`config.mk`:
```
export PLATFORM = sky130hd
export DESIGN_NAME = ins_buf
export DESIGN_NICKNAME = d
export VERILOG_FILES = /design/src/rtl/ins_buf.sv
export SDC_FILE = /design/constraint.sdc
export NUM_CORES = 1
export LEC_CHECK = 0
export CORE_MARGIN = 3
export CORE_UTILIZATION = 55
export DETAILED_ROUTE_END_ITERATION = 8
export HOLD_SLACK_MARGIN = 0.15
export PLACE_DENSITY = 0.74
export SYNTH_ARGS = -nofsm -noshare
export SYNTH_HDL_FRONTEND = slang
export SYNTH_SLANG_ARGS = --single-unit
```
`constraint.sdc`:
```
create_clock -name clk -period 8 [get_ports clk]
set_clock_uncertainty 0.2 [all_clocks]
set_input_delay 0.8 -clock clk [delete_from_list [all_inputs] [get_ports clk]]
set_output_delay 0.8 -clock clk [all_outputs]
set_load 0.02 [all_outputs]
```
`src/rtl/ins_buf.sv`:
```
// Instruction parcel buffer: circular queue of 16-bit parcels between fetch and decode.
// Define PREDECODE_EN to add per-entry control-transfer flags (ins_br / has_br).
module ins_buf #(
    parameter int RV    = 32,
    parameter int NP    = 2,
    parameter int DEPTH = 8,
    localparam int SW   = (NP > 1) ? $clog2(NP) : 1,
    localparam int AW   = $clog2(DEPTH),
    localparam int CW   = AW + 1
) (
    input  logic              clk,
    input  logic              reset,
    input  logic              fetch_valid,
    output logic              fetch_ready,
    input  logic [16*NP-1:0]  fetch_data,
    input  logic [RV-1:0]     fetch_pc,
    input  logic [SW-1:0]     fetch_skip,
    input  logic              flush,
    output logic [15:0]       ins,
    output logic [RV-1:0]     ins_pc,
    output logic              ins_valid,
    input  logic              ins_take,
    output logic [CW-1:0]     count,
    output logic              ins_br,
    output logic              has_br
);

    logic [15:0]    parcel_mem [DEPTH];
    logic [RV-1:0]  pc_mem     [DEPTH];

    logic [AW-1:0]  rptr_q, rptr_d;
    logic [AW-1:0]  wptr_q, wptr_d;
    logic [CW-1:0]  count_q, count_d;

    logic           push;
    logic           pop;
    logic [CW-1:0]  push_n;
    logic [16*NP-1:0] shifted;
    logic [15:0]    wr_parcel [NP];
    logic [RV-1:0]  wr_pc     [NP];
    logic [NP-1:0]  wr_en;

    // Space check uses only the registered count; a same-cycle pop never frees room.
    assign fetch_ready = (CW'(DEPTH) - count_q) >= CW'(NP);
    assign ins_valid   = (count_q != '0);
    assign push        = fetch_valid && fetch_ready && !flush;
    assign pop         = ins_valid && ins_take && !flush;
    assign push_n      = CW'(NP) - CW'(fetch_skip);
    assign shifted     = fetch_data >> {fetch_skip, 4'b0000};

    // Slot gi carries source parcel fetch_skip+gi, destined for wptr+gi.
    for (genvar gi = 0; gi < NP; gi++) begin : g_slot
        assign wr_parcel[gi] = shifted[16*gi +: 16];
        assign wr_pc[gi]     = fetch_pc + (RV'(fetch_skip) << 1) + RV'(2 * gi);
        assign wr_en[gi]     = push && (CW'(gi) < push_n);
    end

    always_ff @(posedge clk) begin
        for (int j = 0; j < NP; j++) begin
            if (wr_en[j]) begin
                parcel_mem[wptr_q + AW'(j)] <= wr_parcel[j];
                pc_mem[wptr_q + AW'(j)]     <= wr_pc[j];
            end
        end
    end

    always_comb begin
        rptr_d  = rptr_q;
        wptr_d  = wptr_q;
        count_d = count_q;
        if (flush) begin
            rptr_d  = '0;
            wptr_d  = '0;
            count_d = '0;
        end else begin
            if (push) wptr_d = wptr_q + AW'(push_n);
            if (pop)  rptr_d = rptr_q + AW'(1);
            count_d = count_q + (push ? push_n : CW'(0)) - (pop ? CW'(1) : CW'(0));
        end
    end

    always_ff @(posedge clk or posedge reset) begin
        if (reset) begin
            rptr_q  <= '0;
            wptr_q  <= '0;
            count_q <= '0;
        end else begin
            rptr_q  <= rptr_d;
            wptr_q  <= wptr_d;
            count_q <= count_d;
        end
    end

    assign count  = count_q;
    assign ins    = ins_valid ? parcel_mem[rptr_q] : 16'h0000;
    assign ins_pc = ins_valid ? pc_mem[rptr_q]     : '0;

`ifdef PREDECODE_EN
    logic [DEPTH-1:0] brv_q, brv_d;
    logic             has_br_q;

    function automatic logic is_cti(input logic [15:0] p);
        logic r;
        case (p[1:0])
            2'b01:   r = (p[15:13] == 3'b001) || (p[15:13] == 3'b101) || (p[15:14] == 2'b11);
            2'b11:   r = (p[15:14] == 2'b11);
            2'b10:   r = (p[15:13] == 3'b100) && (p[6:2] == 5'b00000);
            default: r = (p[15:13] == 3'b100);
        endcase
        return r;
    endfunction

    // Flags live only on occupied entries, so the OR of the vector is has_br directly.
    always_comb begin
        brv_d = brv_q;
        if (flush) begin
            brv_d = '0;
        end else begin
            if (pop) brv_d[rptr_q] = 1'b0;
            for (int j = 0; j < NP; j++) begin
                if (wr_en[j]) brv_d[wptr_q + AW'(j)] = is_cti(wr_parcel[j]);
            end
        end
    end

    always_ff @(posedge clk or posedge reset) begin
        if (reset) begin
            brv_q    <= '0;
            has_br_q <= 1'b0;
        end else begin
            brv_q    <= brv_d;
            has_br_q <= |brv_d;
        end
    end

    assign ins_br = ins_valid && brv_q[rptr_q];
    assign has_br = has_br_q;
`else
    assign ins_br = 1'b0;
    assign has_br = 1'b0;
`endif

endmodule

```
==> results of run 1 <==
metal layers:
layer	vias to the layer above	track usage
li1	6316	-
met1	7233	0.3972
met2	751	0.4603
met3	155	0.03873
met4	0	0.09102
met5	-	0
sequential cells by signal, indices dropped and copies added, names as in the netlist:
name	flops
pc_mem	256
rptr_q	3
wptr_q	3
parcel_mem	128
count	4
cell usage after synthesis (4+ instances only):
cell type	count
buf_2	18
or3_1	13
or4_1	4
a21oi_1	15
edfxtp_1	384
dfrtp_1	10
nand3_1	22
xnor2_1	170
and4_1	5
mux2i_1	51
nand2_1	142
mux2_2	128
or2_2	13
nand2b_1	5
o31ai_1	5
clkbuf_1	75
o21ai_0	10
buf_1	33
nor4_1	31
nor4_2	31
buf_4	7
or4b_1	10
mux4_2	96
nor3_1	25
ha_1	14
nand4_1	12
xor2_1	84
and2_1	13
o31a_1	8
inv_1	14
o41ai_1	5
nor2_1	145
and3_1	4
logic make-up (layout without fill, tap and decap cells):
group / Yosys count / count (layout) / share of synthesized area
compound gates: 65 / 65 / 0.02117
xor+xnor: 256 / 256 / 0.1018
fa+ha+maj: 16 / 16 / 0.009709
buf+inv: 151 / 259 / 0.02885
flops: 394 / 394 / 0.5315
mux: 275 / 275 / 0.1856
other cells: 1 / 2 / 0.0001692
simple gates: 499 / 499 / 0.1211
cells in the final DEF, fill, tap and decap left out, types with 14 or more instances in the layout:
cell type	synthesis	final
inv_1	14	14
nor2_1	145	145
ha_1	14	14
clkbuf_16	0	45
nand2_1	142	142
clkdlybuf4s50_1	0	123
nor4_1	31	30
edfxtp_1	384	384
a21oi_1	15	15
mux2i_1	51	51
mux2_2	128	128
buf_4	7	44
xnor2_1	170	170
nor4_2	31	32
mux4_2	96	96
nand3_1	22	22
nor3_1	25	25
xor2_1	84	84
report_power, final:
part	internal, mW	total [mW]	switching [mW]	leakage [nW]
registers	2.48	2.63	0.151	3.60
clock network	1.16	1.96	0.808	0.668
logic	1.03	2.25	1.22	3.22
total	4.66	6.84	2.18	7.49
worst min path at each step:
| stage | slack (ps) | cells after the start | from | to |
|---|---|---|---|---|
| 3_5_place_dp | 460 | 2 | wptr_q[1] | wptr_q[1] |
| 5_1_grt | 400 | 2 | reset | count[3] |
| 3_3_place_gp | 430 | 2 | wptr_q[1] | wptr_q[1] |
| 2_1_floorplan | 360 | 2 | wptr_q[1] | wptr_q[1] |
| 4_1_cts | 380 | 2 | reset | wptr_q[0] |
| 6_report | 380 | 2 | reset | rptr_q[1] |
through the flow:
stage | utilization | setup slack, ps
6_report | 0.6451 | 2264
5_1_grt | 0.6451 | 1880
4_1_cts | 0.6451 | 2383
3_5_place_dp | 0.6100 | 1838
3_3_place_gp | 0.6100 | 2009
2_1_floorplan | - | 690.3
worst max-delay path: stages:
cell             delay (ps)
clkdlybuf4s50_1         840
ha_1                    430
ha_1                    490
and2_1                  220
nand4_1                 500
or4b_1                  690
a22oi_1                 720
nand4_1                 550
nor4_1                  460
xnor2_1                 110
area by class of cell:
| type | instances | area, um^2 |
|---|---|---|
| Tap cell | 518 | 648.1 |
| Clock buffer | 55 | 1164 |
| Sequential cell | 394 | 11790 |
| Inverter | 14 | 52.55 |
| Timing Repair Buffer | 168 | 1582 |
| Fill cell | 2914 | 13910 |
| Clock inverter | 22 | 209.0 |
| Multi-Input combinational cell | 1113 | 9831 |
==> metrics, run 1 <==
Yosys warnings 0; top sig layer met4; Routed wire per std cell 26.05 um; Die H 206.8 um; placed cells 2207; Post-synth EDFFs 384; Post-CTS Setup Inserts 0; DR vias/cell 6.329; FMAX 174.3 MHz; worst min path class primary input to asynchronous set/reset pin; crit path from fetch_skip; Final Total Pwr 6.836 mW; period utilisation layout 0.7170; Synth Flop Type edfxtp_1; Avg Inst Size Synth 13.38 um^2; worst r2r path cells 10; DRC 0; Row Count 72; core area 39190 um^2; Post-CTS Hold Fix Bufs 0; required time of the critical path 8090 ps; Slew @ Worst Pin 1283 ps; Worst Path Arrival 5820 ps; Area Growth Syn to Fin 14.04%; initial core utilization 0.5656; wire length on met1 23850 um; Setup crit end pc_mem[0][28]; Max-Slew Margin vs Limit 0.1388; first-pass GRT wire length 89820 um; clock input transition at the sequential cells of the worst setup and hold paths 60 ps; Power Density 270.4 nW/um^2; Die Width 206.8 um; Synth cell types 70; Leakage Power 7.487 nW; FF-to-FF End parcel_mem[3][8]; Setup crit start kind primary input; Post-Syn Instances 1657; async set-reset flop share out of synthesis 0.02538; Clock Tree Root clkbuf_16; sequential area share after synthesis 0.5315; WL met2 28550 um; Reg2Reg Setup Slack 3750 ps; First-pass DRT Iterations 6; Port Buffers 123; Worst VDD drop 0.0001973 V; crit end category flip-flop; top cells by area, synth edfxtp_1, mux4_2, xnor2_1; CP Max Fanout 15; routed wl met3 5276 um; Num CTS Buffers 43; Mapped Area 22170 um^2; global-route usage over all layers 0.2819; Remaining Overflow, GRT 0; CTS Sinks 394; via count 14.46k; maxcap violations 0; share of layout cells above drive strength 1 0.2254; CTS tree built; largest net degree at the start of global routing 59; RSZ-0062 raised after global routing no; setup total negative slack 0 ps; Area after DPL 23910 um^2; cell accounting for the most synthesized area edfxtp_1; Synth top area share 0.5202; worst skew pair latency 540 ps; final hold violation count 0; IO Pins 126; Layout Nets 1820; clock buffer depth 3; Setup Viol. Count Final 0; worst hold margin 382.4 ps; GPL Wtd Cong 0.9424; post-cts sizing count 0; final WL 59490 um; Routed Antenna Nets 0; Post-Layout Cell Count 2284; Setup CP Type primary input to flip-flop; dpl hpwl 35060 um; Max Slew Vio Count 0; fin area 25280 um^2; H-Tree Depth 2; reg-to-reg critical path startpoint count[0]; die area 42750 um^2; drt first-iter violations 1409; fin crit period 5736 ps; Yosys reg bits 394; initial antenna violation count 0; status finished clean; # diodes 0; vias in the first global route 14.70k
(Power assumes the default switching activity.)
==> inputs of run 2 (changes only) <==
==> constraint.sdc (replaced) <==
create_clock -name clk -period 5.9 [get_ports clk]
set_clock_uncertainty 0.2 [all_clocks]
set_input_delay 0.59 -clock clk [delete_from_list [all_inputs] [get_ports clk]]
set_output_delay 0.59 -clock clk [all_outputs]
set_load 0.02 [all_outputs]
==> metrics, run 2 (synthesis gave the netlist of run 1 again) <==
via count 14.24k; fin util 0.6491; worst skew pair latency 550 ps; Biggest register pc_mem; crit path from fetch_skip; dpl hpwl 34870 um; Max-Slew Margin vs Limit 0.1155; drt first-iter violations 1292; worst min path class primary input to flip-flop; Num CTS Buffers 43; Post-CTS Hold Fix Bufs 1; placed cells 2229; Area Growth Syn to Fin 14.76%; final hold violation count 0; status finished clean; IO Pins 126; worst hold margin 480.7 ps; Routed Antenna Nets 0; Worst Path Arrival 4780 ps; RSZ-0062 raised after global routing no; most common library cell in the layout ignoring fill and taps edfxtp_1; CTS tree built; vias in the first global route 14.61k; Leakage Power 7.573 nW; Remaining Overflow, GRT 0; Power Density 360.7 nW/um^2; Max Slew Vio Count 0; Area after DPL 24110 um^2; H-Tree Depth 2; core area 39190 um^2; Setup crit end pc_mem[4][28]; largest net degree at the start of global routing 58; commonest cells after routing, fill and taps aside edfxtp_1, xnor2_1, nor2_1; DR vias/cell 6.165; clock buffer depth 3; FF-to-FF End pc_mem[1][6]; Die Width 206.8 um; die area 42750 um^2; Layout Nets 1843; Port Buffers 123; crit end category flip-flop; global-route usage over all layers 0.2738; First-pass DRT Iterations 7; Setup crit start kind primary input; Clock Tree Root clkbuf_16; DRC 0; maxcap violations 0; max reg flops 256; Final Total Pwr 9.176 mW; Worst Hold Launch ins_take; Post-CTS Setup Inserts 0; worst r2r path cells 10; Slew @ Worst Pin 1317 ps; Worst VDD drop 0.0002474 V; fin crit period 4685 ps; Row Count 72; fin area 25440 um^2; period utilisation layout 0.7941; share of layout cells above drive strength 1 0.2317; required time of the critical path 5990 ps; Routed wire per std cell 24.85 um; Setup Viol. Count Final 0; FMAX 213.4 MHz; Die H 206.8 um; Setup CP Type primary input to flip-flop; CTS Sinks 394; post-cts sizing count 0; initial core utilization 0.5656; initial antenna violation count 0; first-pass GRT wire length 87750 um; clock input transition at the sequential cells of the worst setup and hold paths 60 ps; final WL 57390 um; reg-to-reg critical path startpoint count[0]; Reg2Reg Setup Slack 1670 ps; CP Max Fanout 13; GPL Wtd Cong 0.8595; Post-Layout Cell Count 2310
-- run 2: power by group --
group / internal [mW] / leakage [nW] / switching, mW
combinational: 1.43 / 3.33 / 1.64
clock: 1.46 / 0.637 / 1.09
sequential: 3.36 / 3.60 / 0.205
total: 6.25 / 7.57 / 2.93
-- run 2: area by class of cell --
| type | count | area [um^2] |
|---|---|---|
| diodes | 1 | 2.502 |
| clock buffers | 67 | 1217 |
| clock inverters | 12 | 97.59 |
| fillers | 2887 | 13750 |
| inverters | 14 | 52.55 |
| multi-input cells | 1113 | 9831 |
| flip-flops and latches | 394 | 11790 |
| well taps | 518 | 648.1 |
| repair buffers | 191 | 1794 |
-- run 2: metal layers --
metal / part of all wire / GRT usage
met1: 0.41 / 0.3808
met2: 0.48 / 0.4478
met3: 0.081 / 0.04359
met4: 0.026 / 0.08789
met5: 0 / 0
-- run 2: worst min-delay path by stage --
stage	end	slack, ps	cells past startpoint
global route	rptr_q[1]	480	3
floorplan	count[0]	230	1
detailed placement	wptr_q[1]	460	2
finish	rptr_q[1]	480	3
CTS	rptr_q[1]	450	3
global placement	wptr_q[1]	430	2
-- run 2: metrics by stage --
| step | setup slack (ps) | setup TNS (ps) |
|---|---|---|
| floorplan | -1410 | -270640 |
| global placement | 815.9 | 0 |
| detailed placement | 715.0 | 0 |
| CTS | 1284 | 0 |
| global route | 827.4 | 0 |
| finish | 1215 | 0 |
-- run 2: critical path, stage by stage --
cell	delay (ps)
clkdlybuf4s50_1	490
ha_1	390
ha_1	510
and2_1	220
nand4_1	390
or4b_1	620
a22oi_1	560
nand4_1	460
nor4_1	410
xnor2_1	120
